--- config.mk ---
export PLATFORM = sky130hd
export DESIGN_NAME = mem_stage_flat
export DESIGN_NICKNAME = d
export VERILOG_FILES = /design/src/rtl/mem_stage_pkg.sv /design/src/rtl/mem_stage_if.sv /design/src/rtl/mem_stage_lsu_align.sv /design/src/rtl/mem_stage.sv /design/src/flat_wrapper.sv
export SDC_FILE = /design/constraint.sdc
export NUM_CORES = 1
export LEC_CHECK = 0
export CAP_MARGIN = 10
export CORE_AREA = 2 2 96 98
export DETAILED_ROUTE_END_ITERATION = 6
export DIE_AREA = 0 0 98 100
export DONT_BUFFER_PORTS = 1
export PLACE_DENSITY_LB_ADDON = 0.1
export SYNTH_ARGS = -nofsm -noshare
export SYNTH_HDL_FRONTEND = slang
export SYNTH_HIERARCHICAL = 1
export SYNTH_SLANG_ARGS = --single-unit
--- constraint.sdc ---
create_clock -name clk -period 1.7 [get_ports clk]
set_input_delay 0.17 -clock clk [delete_from_list [all_inputs] [get_ports clk]]
set_output_delay 0.17 -clock clk [all_outputs]
set_load 0.03 [all_outputs]
--- src/rtl/mem_stage_pkg.sv ---
// mem_stage_pkg: shared definitions for the MEM pipeline stage.
//   - data/register-address widths, zero word, write-disable level
//   - memory operation codes (ex_memop encoding)
//   - stage FSM state encoding
//   - helpers classifying a memop as load/store/misaligned
// Optional feature macro used by the stage: MEM_ALIGN_CHK_EN.
package mem_stage_pkg;

    localparam int unsigned WORD_W     = 32;
    localparam int unsigned REG_ADDR_W = 5;
    localparam int unsigned MEMOP_W    = 4;

    localparam logic [WORD_W-1:0] ZERO_WORD     = '0;
    localparam logic              WRITE_DISABLE = 1'b0;

    typedef enum logic [MEMOP_W-1:0] {
        MEMOP_NONE = 4'd0,
        MEMOP_LB   = 4'd1,
        MEMOP_LBU  = 4'd2,
        MEMOP_LH   = 4'd3,
        MEMOP_LHU  = 4'd4,
        MEMOP_LW   = 4'd5,
        MEMOP_SB   = 4'd8,
        MEMOP_SH   = 4'd9,
        MEMOP_SW   = 4'd10
    } memop_e;

    typedef enum logic [1:0] {
        ST_IDLE,
        ST_WAIT,
        ST_DONE
    } state_e;

    function automatic logic memop_is_load(input logic [MEMOP_W-1:0] op);
        return (op == MEMOP_LB) || (op == MEMOP_LBU) || (op == MEMOP_LH) ||
               (op == MEMOP_LHU) || (op == MEMOP_LW);
    endfunction

    function automatic logic memop_is_store(input logic [MEMOP_W-1:0] op);
        return (op == MEMOP_SB) || (op == MEMOP_SH) || (op == MEMOP_SW);
    endfunction

    // Halfword ops need addr[0]=0, word ops need addr[1:0]=0.
    function automatic logic memop_misaligned(input logic [MEMOP_W-1:0] op,
                                              input logic [1:0]         addr_lo);
        logic half_op;
        logic word_op;
        half_op = (op == MEMOP_LH) || (op == MEMOP_LHU) || (op == MEMOP_SH);
        word_op = (op == MEMOP_LW) || (op == MEMOP_SW);
        return (half_op && addr_lo[0]) || (word_op && (addr_lo != 2'b00));
    endfunction

endpackage

--- src/rtl/mem_stage_if.sv ---
// mem_stage_if: req/ack data bus between the MEM stage and data memory.
//   req    master->slave  request, held until ack
//   we     master->slave  1 = store
//   addr   master->slave  word-aligned address
//   sel    master->slave  byte-lane enables
//   wdata  master->slave  store data replicated to lanes
//   rdata  slave->master  load data, valid with ack
//   ack    slave->master  transfer complete
interface mem_stage_if #(
    parameter int unsigned DATA_W = 32
);
    logic              req;
    logic              we;
    logic [DATA_W-1:0] addr;
    logic [3:0]        sel;
    logic [DATA_W-1:0] wdata;
    logic [DATA_W-1:0] rdata;
    logic              ack;

    modport master (
        output req, we, addr, sel, wdata,
        input  rdata, ack
    );

    modport slave (
        input  req, we, addr, sel, wdata,
        output rdata, ack
    );
endinterface

--- src/rtl/mem_stage_lsu_align.sv ---
// lsu_align: combinational byte-lane handling for the MEM stage.
//   memop      in   operation code
//   addr_lo    in   effective address bits [1:0]
//   sdata      in   store data (low bytes used for SB/SH)
//   rdata      in   captured load word
//   load_data  out  lane-selected, sign/zero-extended load result
//   sel        out  byte-lane enables for stores
//   wdata      out  store data replicated across lanes
// Misaligned halfword/word accesses fall back to lane pair 0 / the full word.
module lsu_align
    import mem_stage_pkg::*;
(
    input  logic [MEMOP_W-1:0] memop,
    input  logic [1:0]         addr_lo,
    input  logic [WORD_W-1:0]  sdata,
    input  logic [WORD_W-1:0]  rdata,
    output logic [WORD_W-1:0]  load_data,
    output logic [3:0]         sel,
    output logic [WORD_W-1:0]  wdata
);

    logic [WORD_W-1:0] byte_shifted;
    logic [7:0]        ld_byte;
    logic              half_hi;
    logic [15:0]       ld_half;

    assign byte_shifted = rdata >> {addr_lo, 3'b000};
    assign ld_byte      = byte_shifted[7:0];
    // Odd halfword addresses are treated as lane pair 0.
    assign half_hi      = addr_lo[1] & ~addr_lo[0];
    assign ld_half      = half_hi ? rdata[31:16] : rdata[15:0];

    always_comb begin
        load_data = rdata;
        case (memop)
            MEMOP_LB:  load_data = {{24{ld_byte[7]}}, ld_byte};
            MEMOP_LBU: load_data = {24'h000000, ld_byte};
            MEMOP_LH:  load_data = {{16{ld_half[15]}}, ld_half};
            MEMOP_LHU: load_data = {16'h0000, ld_half};
            default:   load_data = rdata;
        endcase
    end

    always_comb begin
        sel   = 4'b0000;
        wdata = sdata;
        case (memop)
            MEMOP_SB: begin
                sel   = 4'b0001 << addr_lo;
                wdata = {4{sdata[7:0]}};
            end
            MEMOP_SH: begin
                sel   = half_hi ? 4'b1100 : 4'b0011;
                wdata = {2{sdata[15:0]}};
            end
            MEMOP_SW: begin
                sel   = 4'b1111;
                wdata = sdata;
            end
            default: begin
                sel   = 4'b0000;
                wdata = sdata;
            end
        endcase
    end

endmodule

--- src/rtl/mem_stage.sv ---
// mem_stage: MEM pipeline stage between the EX/MEM register and mem_wb.
// Non-memory ops pass the ALU result through combinationally; loads and
// stores raise a bus request and stall the pipeline until the bus acks.
// Ports:
//   clk, rst                 clock (rising edge), synchronous active-low reset
//   ex_wdata/ex_wd/ex_reg    ALU result, destination register, write enable
//   ex_memop/ex_maddr/ex_sdata  memory op code, effective address, store data
//   flush                    discard current instruction
//   dbus (master)            req/ack data bus
//   mem_wdata/mem_wd/mem_reg write-back info to mem_wb
//   stallreq                 pipeline stall request
//   mem_excp_align           misalignment exception (MEM_ALIGN_CHK_EN only)
// Optional feature macro: MEM_ALIGN_CHK_EN (misaligned ops trap instead of
// being issued with lane 0 / lane pair 0).
module mem_stage
    import mem_stage_pkg::*;
#(
    parameter int unsigned DATA_W  = 32,
    parameter int unsigned RADDR_W = 5
)(
    input  logic               clk,
    input  logic               rst,
    input  logic [DATA_W-1:0]  ex_wdata,
    input  logic [RADDR_W-1:0] ex_wd,
    input  logic               ex_reg,
    input  logic [3:0]         ex_memop,
    input  logic [DATA_W-1:0]  ex_maddr,
    input  logic [DATA_W-1:0]  ex_sdata,
    input  logic               flush,
    mem_stage_if.master        dbus,
    output logic [DATA_W-1:0]  mem_wdata,
    output logic [RADDR_W-1:0] mem_wd,
    output logic               mem_reg,
    output logic               stallreq
`ifdef MEM_ALIGN_CHK_EN
    ,
    output logic               mem_excp_align
`endif
);

    state_e            state_q, state_nx;
    logic [DATA_W-1:0] rdata_q;
    logic              flushed_q, flushed_nx;
    logic              acked_q, acked_nx;
    logic              capture;

    logic              op_load, op_store, op_valid, align_err;
    logic [DATA_W-1:0] load_fmt;
    logic [3:0]        st_sel;
    logic [DATA_W-1:0] st_wdata;
    logic              req_c;

    assign op_load  = memop_is_load(ex_memop);
    assign op_store = memop_is_store(ex_memop);
    assign op_valid = op_load | op_store;

`ifdef MEM_ALIGN_CHK_EN
    assign align_err      = memop_misaligned(ex_memop, ex_maddr[1:0]);
    assign mem_excp_align = rst && (state_q == ST_IDLE) && op_valid && !flush && align_err;
`else
    assign align_err = 1'b0;
`endif

    lsu_align u_lsu_align (
        .memop     (ex_memop),
        .addr_lo   (ex_maddr[1:0]),
        .sdata     (ex_sdata),
        .rdata     (rdata_q),
        .load_data (load_fmt),
        .sel       (st_sel),
        .wdata     (st_wdata)
    );

    // Upstream is held by the stall, so bus fields come straight from ex_*.
    assign dbus.req   = req_c;
    assign dbus.we    = op_store;
    assign dbus.addr  = {ex_maddr[DATA_W-1:2], 2'b00};
    assign dbus.sel   = st_sel;
    assign dbus.wdata = st_wdata;

    always_ff @(posedge clk) begin
        if (!rst) begin
            state_q   <= ST_IDLE;
            rdata_q   <= ZERO_WORD;
            flushed_q <= 1'b0;
            acked_q   <= 1'b0;
        end else begin
            state_q   <= state_nx;
            flushed_q <= flushed_nx;
            acked_q   <= acked_nx;
            if (capture) begin
                rdata_q <= dbus.rdata;
            end
        end
    end

    always_comb begin
        state_nx   = state_q;
        flushed_nx = flushed_q;
        acked_nx   = acked_q;
        capture    = 1'b0;
        req_c      = 1'b0;
        stallreq   = 1'b0;
        mem_wdata  = ex_wdata;
        mem_wd     = ex_wd;
        mem_reg    = WRITE_DISABLE;

        case (state_q)
            ST_IDLE: begin
                if (op_valid && !flush && !align_err) begin
                    req_c      = 1'b1;
                    stallreq   = 1'b1;
                    flushed_nx = 1'b0;
                    state_nx   = ST_WAIT;
                    // An ack in the request cycle completes the transfer;
                    // WAIT then only finishes the minimum stall without
                    // re-requesting.
                    if (dbus.ack) begin
                        capture  = 1'b1;
                        acked_nx = 1'b1;
                    end
                end else begin
                    mem_reg = ex_reg & ~flush & ~op_valid;
                end
            end
            ST_WAIT: begin
                stallreq = 1'b1;
                req_c    = ~acked_q;
                if (flush) begin
                    flushed_nx = 1'b1;
                end
                if (acked_q) begin
                    acked_nx = 1'b0;
                    state_nx = ST_DONE;
                end else if (dbus.ack) begin
                    capture  = 1'b1;
                    state_nx = ST_DONE;
                end
            end
            ST_DONE: begin
                mem_reg    = ex_reg & op_load & ~flushed_q & ~flush;
                mem_wdata  = op_load ? load_fmt : ex_wdata;
                flushed_nx = 1'b0;
                state_nx   = ST_IDLE;
            end
            default: begin
                state_nx = ST_IDLE;
            end
        endcase

        if (!rst) begin
            req_c     = 1'b0;
            stallreq  = 1'b0;
            mem_reg   = WRITE_DISABLE;
            mem_wdata = ZERO_WORD;
            mem_wd    = '0;
        end
    end

endmodule

--- src/flat_wrapper.sv ---
// flat-port wrapper written by rule: the top's interface ports become plain ports
module mem_stage_flat import mem_stage_pkg::*;
#(
    parameter int unsigned DATA_W  = 32,
    parameter int unsigned RADDR_W = 5
)
  (clk, rst, ex_wdata, ex_wd, ex_reg, ex_memop, ex_maddr, ex_sdata, flush, mem_wdata, mem_wd, mem_reg, stallreq, dbus_req, dbus_we, dbus_addr, dbus_sel, dbus_wdata, dbus_rdata, dbus_ack);
  mem_stage_if #(.DATA_W(DATA_W)) dbus_i ();
  input  logic clk;
  input  logic rst;
  input  logic [DATA_W-1:0] ex_wdata;
  input  logic [RADDR_W-1:0] ex_wd;
  input  logic ex_reg;
  input  logic [3:0] ex_memop;
  input  logic [DATA_W-1:0] ex_maddr;
  input  logic [DATA_W-1:0] ex_sdata;
  input  logic flush;
  output logic [DATA_W-1:0] mem_wdata;
  output logic [RADDR_W-1:0] mem_wd;
  output logic mem_reg;
  output logic stallreq;
  output wire logic [$bits(dbus_i.req)-1:0] dbus_req;
  output wire logic [$bits(dbus_i.we)-1:0] dbus_we;
  output wire logic [$bits(dbus_i.addr)-1:0] dbus_addr;
  output wire logic [$bits(dbus_i.sel)-1:0] dbus_sel;
  output wire logic [$bits(dbus_i.wdata)-1:0] dbus_wdata;
  input wire logic [$bits(dbus_i.rdata)-1:0] dbus_rdata;
  input wire logic [$bits(dbus_i.ack)-1:0] dbus_ack;
  assign dbus_req = dbus_i.req;
  assign dbus_we = dbus_i.we;
  assign dbus_addr = dbus_i.addr;
  assign dbus_sel = dbus_i.sel;
  assign dbus_wdata = dbus_i.wdata;
  assign dbus_i.rdata = dbus_rdata;
  assign dbus_i.ack = dbus_ack;
  mem_stage #(.DATA_W(DATA_W), .RADDR_W(RADDR_W)) u_core (.clk(clk), .rst(rst), .ex_wdata(ex_wdata), .ex_wd(ex_wd), .ex_reg(ex_reg), .ex_memop(ex_memop), .ex_maddr(ex_maddr), .ex_sdata(ex_sdata), .flush(flush), .dbus(dbus_i), .mem_wdata(mem_wdata), .mem_wd(mem_wd), .mem_reg(mem_reg), .stallreq(stallreq));
endmodule
### Word level (Yosys, flattened, before mapping)

Cells that the tools add are included.

* bits in registers: 36

* equal/unequal tests: 14
* multiplexer cells: 31
* shift operators: 2
* reduce and logical (&&, ||, !) cells: 14
* bitwise logic cells: 12

Operator list (number)
* $pmux 32 s4: 1
* $mux 32: 3
* $pmux 32 s2: 1
* $shr 32x5->8: 1
* $mux 16: 1
* $eq 4x4->1 const B: 3
* $mux 1: 12
* $pmux 4 s3: 1
* $pmux 1 s2: 5
* $eq 4x2->1 const B: 2
* $eq 4x3->1 const B: 2
* $and 1x1->1: 6
* $logic_or 1x1->1: 6
* $mux 2: 3
* $reduce_and 3->1: 2
* $mux 5: 1
* $not 1->1: 5
* $eq 4x1->1 const B: 1
* $mux 4: 1
* $ne 2x2->1 const B: 2
* $pmux 2 s2: 1
* $shl 1x2->4 const A: 1
* $ne 3x2->1 const B: 1
* $pmux 1 s3: 1
* 10 further kinds: 10

### Depth between registers and ports, before layout

* depth after elaboration: 11
* gate-level depth with buffers: 8

### Hierarchy

Netlist, hierarchy kept.

By module, submodules not included
* mem_stage: cells an instance 328, area an instance 2299.7 um^2, instances 1, sequential area each 720.7 um^2
* lsu_align: cells an instance 200, area an instance 1727.9 um^2, instances 1, sequential area each 0.0 um^2

### Worst setup path before layout

OpenSTA, ideal clock, no wires.

* path type: reg-to-output
* from: reg u_core.state_q[0]
* to: out mem_wdata[13]
* cell stages (with the launch flop): 8
* arrival time: 1.755 ns
* slack: -0.225 ns
* cells stage by stage: dfxtp_1 > clkbuf_1 > nor2_1 > and4_1 > clkbuf_1 > clkbuf_1 > nand2_1 > a21oi_1

* longest elaborated chain between the ends: 3

RTL lines
* start: declaration: line mem_stage.sv:41 `state_e state_q, state_nx;`
* start signal: assignment: line mem_stage.sv:88 `state_q <= state_nx;`
* $eq 2x2->1: line mem_stage.sv:108 `case (state_q)`
* $mux 32: line mem_stage.sv:108
* $mux 32: line mem_stage.sv:151 `if (!rst) begin`
* end: declaration: line flat_wrapper.sv:18 `output logic [DATA_W-1:0] mem_wdata;`

No other way between the ends.

### Worst setup path after layout

* from: reg u_core.rdata_q[31]
* to: out mem_wdata[7]

* longest elaborated chain between the ends: 5

RTL lines
* start: declaration: line mem_stage.sv:42 `logic [DATA_W-1:0] rdata_q;`
* start signal: assignment: line mem_stage.sv:92 `rdata_q <= dbus.rdata;`
* $shr 32x5->8: line mem_stage_lsu_align.sv:27 `assign byte_shifted = rdata >> {addr_lo, 3'b000};`
* $pmux 32 s4: line mem_stage_lsu_align.sv:35 `case (memop)`
* net u_core.load_fmt[7]: line mem_stage.sv:48 `logic [DATA_W-1:0] load_fmt;`
* $mux 32: line mem_stage.sv:142 `mem_wdata = op_load ? load_fmt : ex_wdata;`
* $mux 32: line mem_stage.sv:108
* $mux 32: line mem_stage.sv:151

The timed path passes the listed nets, and every way through them passes these cells.

==> flow_metrics.tcl <==
set metrics [dict create \
    power.density_cell_area_mw_per_mm2 543.2 \
    postCtsHoldBufs 0 \
    multi_input_area_mm2 0.003053 \
    synth_sequential_area_ratio_pct 17.89 \
    fp.dieH_um 100 \
    rr_endpoint "u_core/rdata_q[13]" \
    rsz0062_at_grt "true" \
    synth.largest_area_cell "sky130_fd_sc_hd__dfxtp_1" \
    final_min_period_over_clock_period_pct 116.6 \
    critical_path_required_ns 1.53 \
    vias 3884 \
    status "finished with violations" \
    routedWlPerCell_um 19.62 \
    share_of_yosys_cell_area_claimed_by_the_top_area_cell_type_pct 17.89 \
    fin_nets 669 \
    most_used_standard_cell_by_instance_count_after_synthesis "sky130_fd_sc_hd__nand2_1" \
    die_x_um 98 \
    drc_violations_left 0 \
    finish.utilization_pct 55.76 \
    fmaxAchievable_ghz 0.5044 \
    fin_hold_ws_ns 0.01551 \
    mappedNetlistArea_mm2 0.004028 \
    synthesis.instances 528 \
    dp.final_hpwl_mm 9.029 \
    worst_setup_path_end_kind "primary output" \
    ys_top_cells_by_count "sky130_fd_sc_hd__nand2_1, sky130_fd_sc_hd__a21oi_1, sky130_fd_sc_hd__buf_4" \
    violations "setup timing" \
    die-area_mm2 0.009800 \
    max_cap_viol_count 0 \
    p_total_mw 2.693 \
    post_synthesis_cell_type_count 55 \
    crit_type "register to primary output" \
    timing.reg2reg.worst_path_depth 7 \
    initial_antenna_violation_count 0 \
    areaGrowthSynthToFinish_pct 23.08 \
    finalWirelength_mm 12.54 \
    ys_dominant_reg_cell "sky130_fd_sc_hd__dfxtp_1" \
    crit_start "u_core/rdata_q[31]" \
    clock_insertion_delay_worst_skew_ns 0.29 \
    overflow_left_after_global_routing 0 \
    ir_worst_vdd_mv 0.4631 \
    r2r-start "u_core/state_q[0]" \
    ctsHtreeMaxLevel 2 \
    finalWorstPathRequiredPeriod_ns 1.983 \
    min_from "dbus_rdata[19]" \
    timing.hold.worst.class "input pin to register" \
    first_global_vias 3559 \
    floorplan.io_pins 251 \
    wire_length_of_the_first_global_routing_pass_mm 18.80 \
    path_clk_slew_ns 0.07 \
    ff_latch_area_um2 740.7 \
    yosys_register_bits 36 \
    num_rows 35 \
    number_of_synthesized_flops_with_an_enable_pin 0 \
    numPlacedInstances 618 \
    insertedDiodeCount 0 \
    gp_congestion 0.9065 \
    tightest_slew_ns 0.5871 \
    drtAntennaViolNets 0 \
    worstPathArrival_ns 1.81 \
    hold_path_end "u_core/rdata_q[19]" \
    num-fill-cells 840 \
    instances_no_fill 639 \
    floorplan.initialDensity_pct 45.31 \
    first_pass_iters 4 \
    hold-path-cell-count 2 \
    max-clock-path-buffers 2 \
    maximum_net_fanout_on_the_critical_path 3 \
    cts-root-buf "sky130_fd_sc_hd__clkbuf_8" \
    max_slew_margin_pct 60.86 \
    worst_clock_skew_ns 0.007208 \
    floorplan.core_area_mm2 0.008890 \
    avg_cell_area_syn_um2 7.628 \
    timing.critical_path.from_type "register" \
    report.final.slew_viol_count 0 \
    p_leak_nw 1.895 \
    worst-r2r-setup-slack_ns -0.06 \
    tritoncts.num_buffers 5 \
    total_of_buffers_placed_on_input_and_output_ports 0 \
    tritoncts "done" \
    drt_iter0_drc 167 \
    netlist_top_cells_area "sky130_fd_sc_hd__dfxtp_1, sky130_fd_sc_hd__nand2_1, sky130_fd_sc_hd__mux2i_1" \
    avgViaCountPerCell 6.078 \
    async_flop_share_pct 0 \
    finalSetupViolations 56 \
    grt_max_degree 75 \
    post_route_cells_drive_above_1_share_pct 37.50 \
    num_clock_sinks 36 \
    hold_viol_final 0 \
    yosysWarnings 6 \
    layout_setup_ws_ns -0.2825 \
    grt_use_total_pct 23.51 \
]
worst max path at each step:
stage / endpoint / slack, ns / cells past startpoint
final: mem_wdata[7] / -0.28 / 8
after global routing: mem_wdata[18] / -0.36 / 7
after CTS: mem_wdata[7] / -0.28 / 8
after detailed placement: mem_wdata[13] / -0.0002 / 7
after global placement: mem_wdata[3] / 0.004 / 5
after floorplan: mem_wdata[21] / -0.03 / 7
timing repair:
action                     CTS  global route
setup endpoints to repair   33            66
setup buffers                6             2
pin swaps                   18            13
cloned                       3             3
resized for setup           60            20
flip-flops by register name, summed over array words and instances, names as in the netlist:
signal,cells
u_core/rdata_q,32
u_core/state_q,2
u_core/acked_q,1
u_core/flushed_q,1
cells in the final DEF (no fill, tap or decap), drive strengths merged, types with 4 or more instances in the layout:
master,instances
o311ai,32
buf,78
mux4,8
and2,7
nor2b,4
nand2,134
o31ai,17
nor2,17
nand3,11
a21oi,46
mux2i,41
o211ai,15
inv,20
nor3b,5
dfxtp,36
clkbuf,8
mux2,16
cell families after synthesis:
family | after synthesis | synth area share [%]
AND/OR/NAND/NOR | 190 | 21.93
AO/OA/AOI/OAI | 126 | 23.42
buffers and inverters | 109 | 16.84
multiplexers | 65 | 19.42
flip-flops | 36 | 17.89
XOR/XNOR | 1 | 0.4040
other | 1 | 0.09311
critical path: stages, from the launching register on:
cell	delay, ns
sky130_fd_sc_hd__dfxtp_2	0.33
sky130_fd_sc_hd__mux4_2	0.49
sky130_fd_sc_hd__buf_4	0.15
sky130_fd_sc_hd__buf_6	0.11
sky130_fd_sc_hd__nand3_4	0.05
sky130_fd_sc_hd__o311ai_4	0.09
sky130_fd_sc_hd__nand2_1	0.11
sky130_fd_sc_hd__a21oi_2	0.06
sky130_fd_sc_hd__buf_6	0.15
metal layers:
layer / vias up / GRT usage (%) / share of wire (%)
li1: 1839 / - / -
met1: 1840 / 35.37 / 47
met2: 181 / 33.77 / 43
met3: 24 / 5.014 / 7.8
met4: 0 / 6.517 / 1.6
met5: - / 0 / 0
per-stage QoR:
step	cell area, um^2	setup WS, ns	setup TNS, ns
global route	4957	-0.3573	-11.92
global placement	4393	0.004047	0
finish	4957	-0.2825	-6.586
CTS	4816	-0.2821	-5.802
floorplan	4292	-0.03267	-0.3023
detailed placement	4393	-0.0001887	-0.0001887
layout make-up:
| cell class | instances | area share, % |
|---|---|---|
| Inverter | 20 | 1.514 |
| Clock buffer | 6 | 1.464 |
| Multi-Input combinational cell | 384 | 61.59 |
| Clock inverter | 2 | 0.7067 |
| Sequential cell | 36 | 14.94 |
| Timing Repair Buffer | 80 | 16.99 |
| Tap cell | 111 | 2.802 |
where the power goes:
group	switching [mW]	internal [mW]	leakage, nW	total [mW]
Clock	0.298	0.435	0.0552	0.733
Sequential	0.0370	0.893	0.299	0.930
Combinational	0.600	0.430	1.54	1.03
Total	0.935	1.76	1.90	2.69
Power figures use the tool's default switching activity.
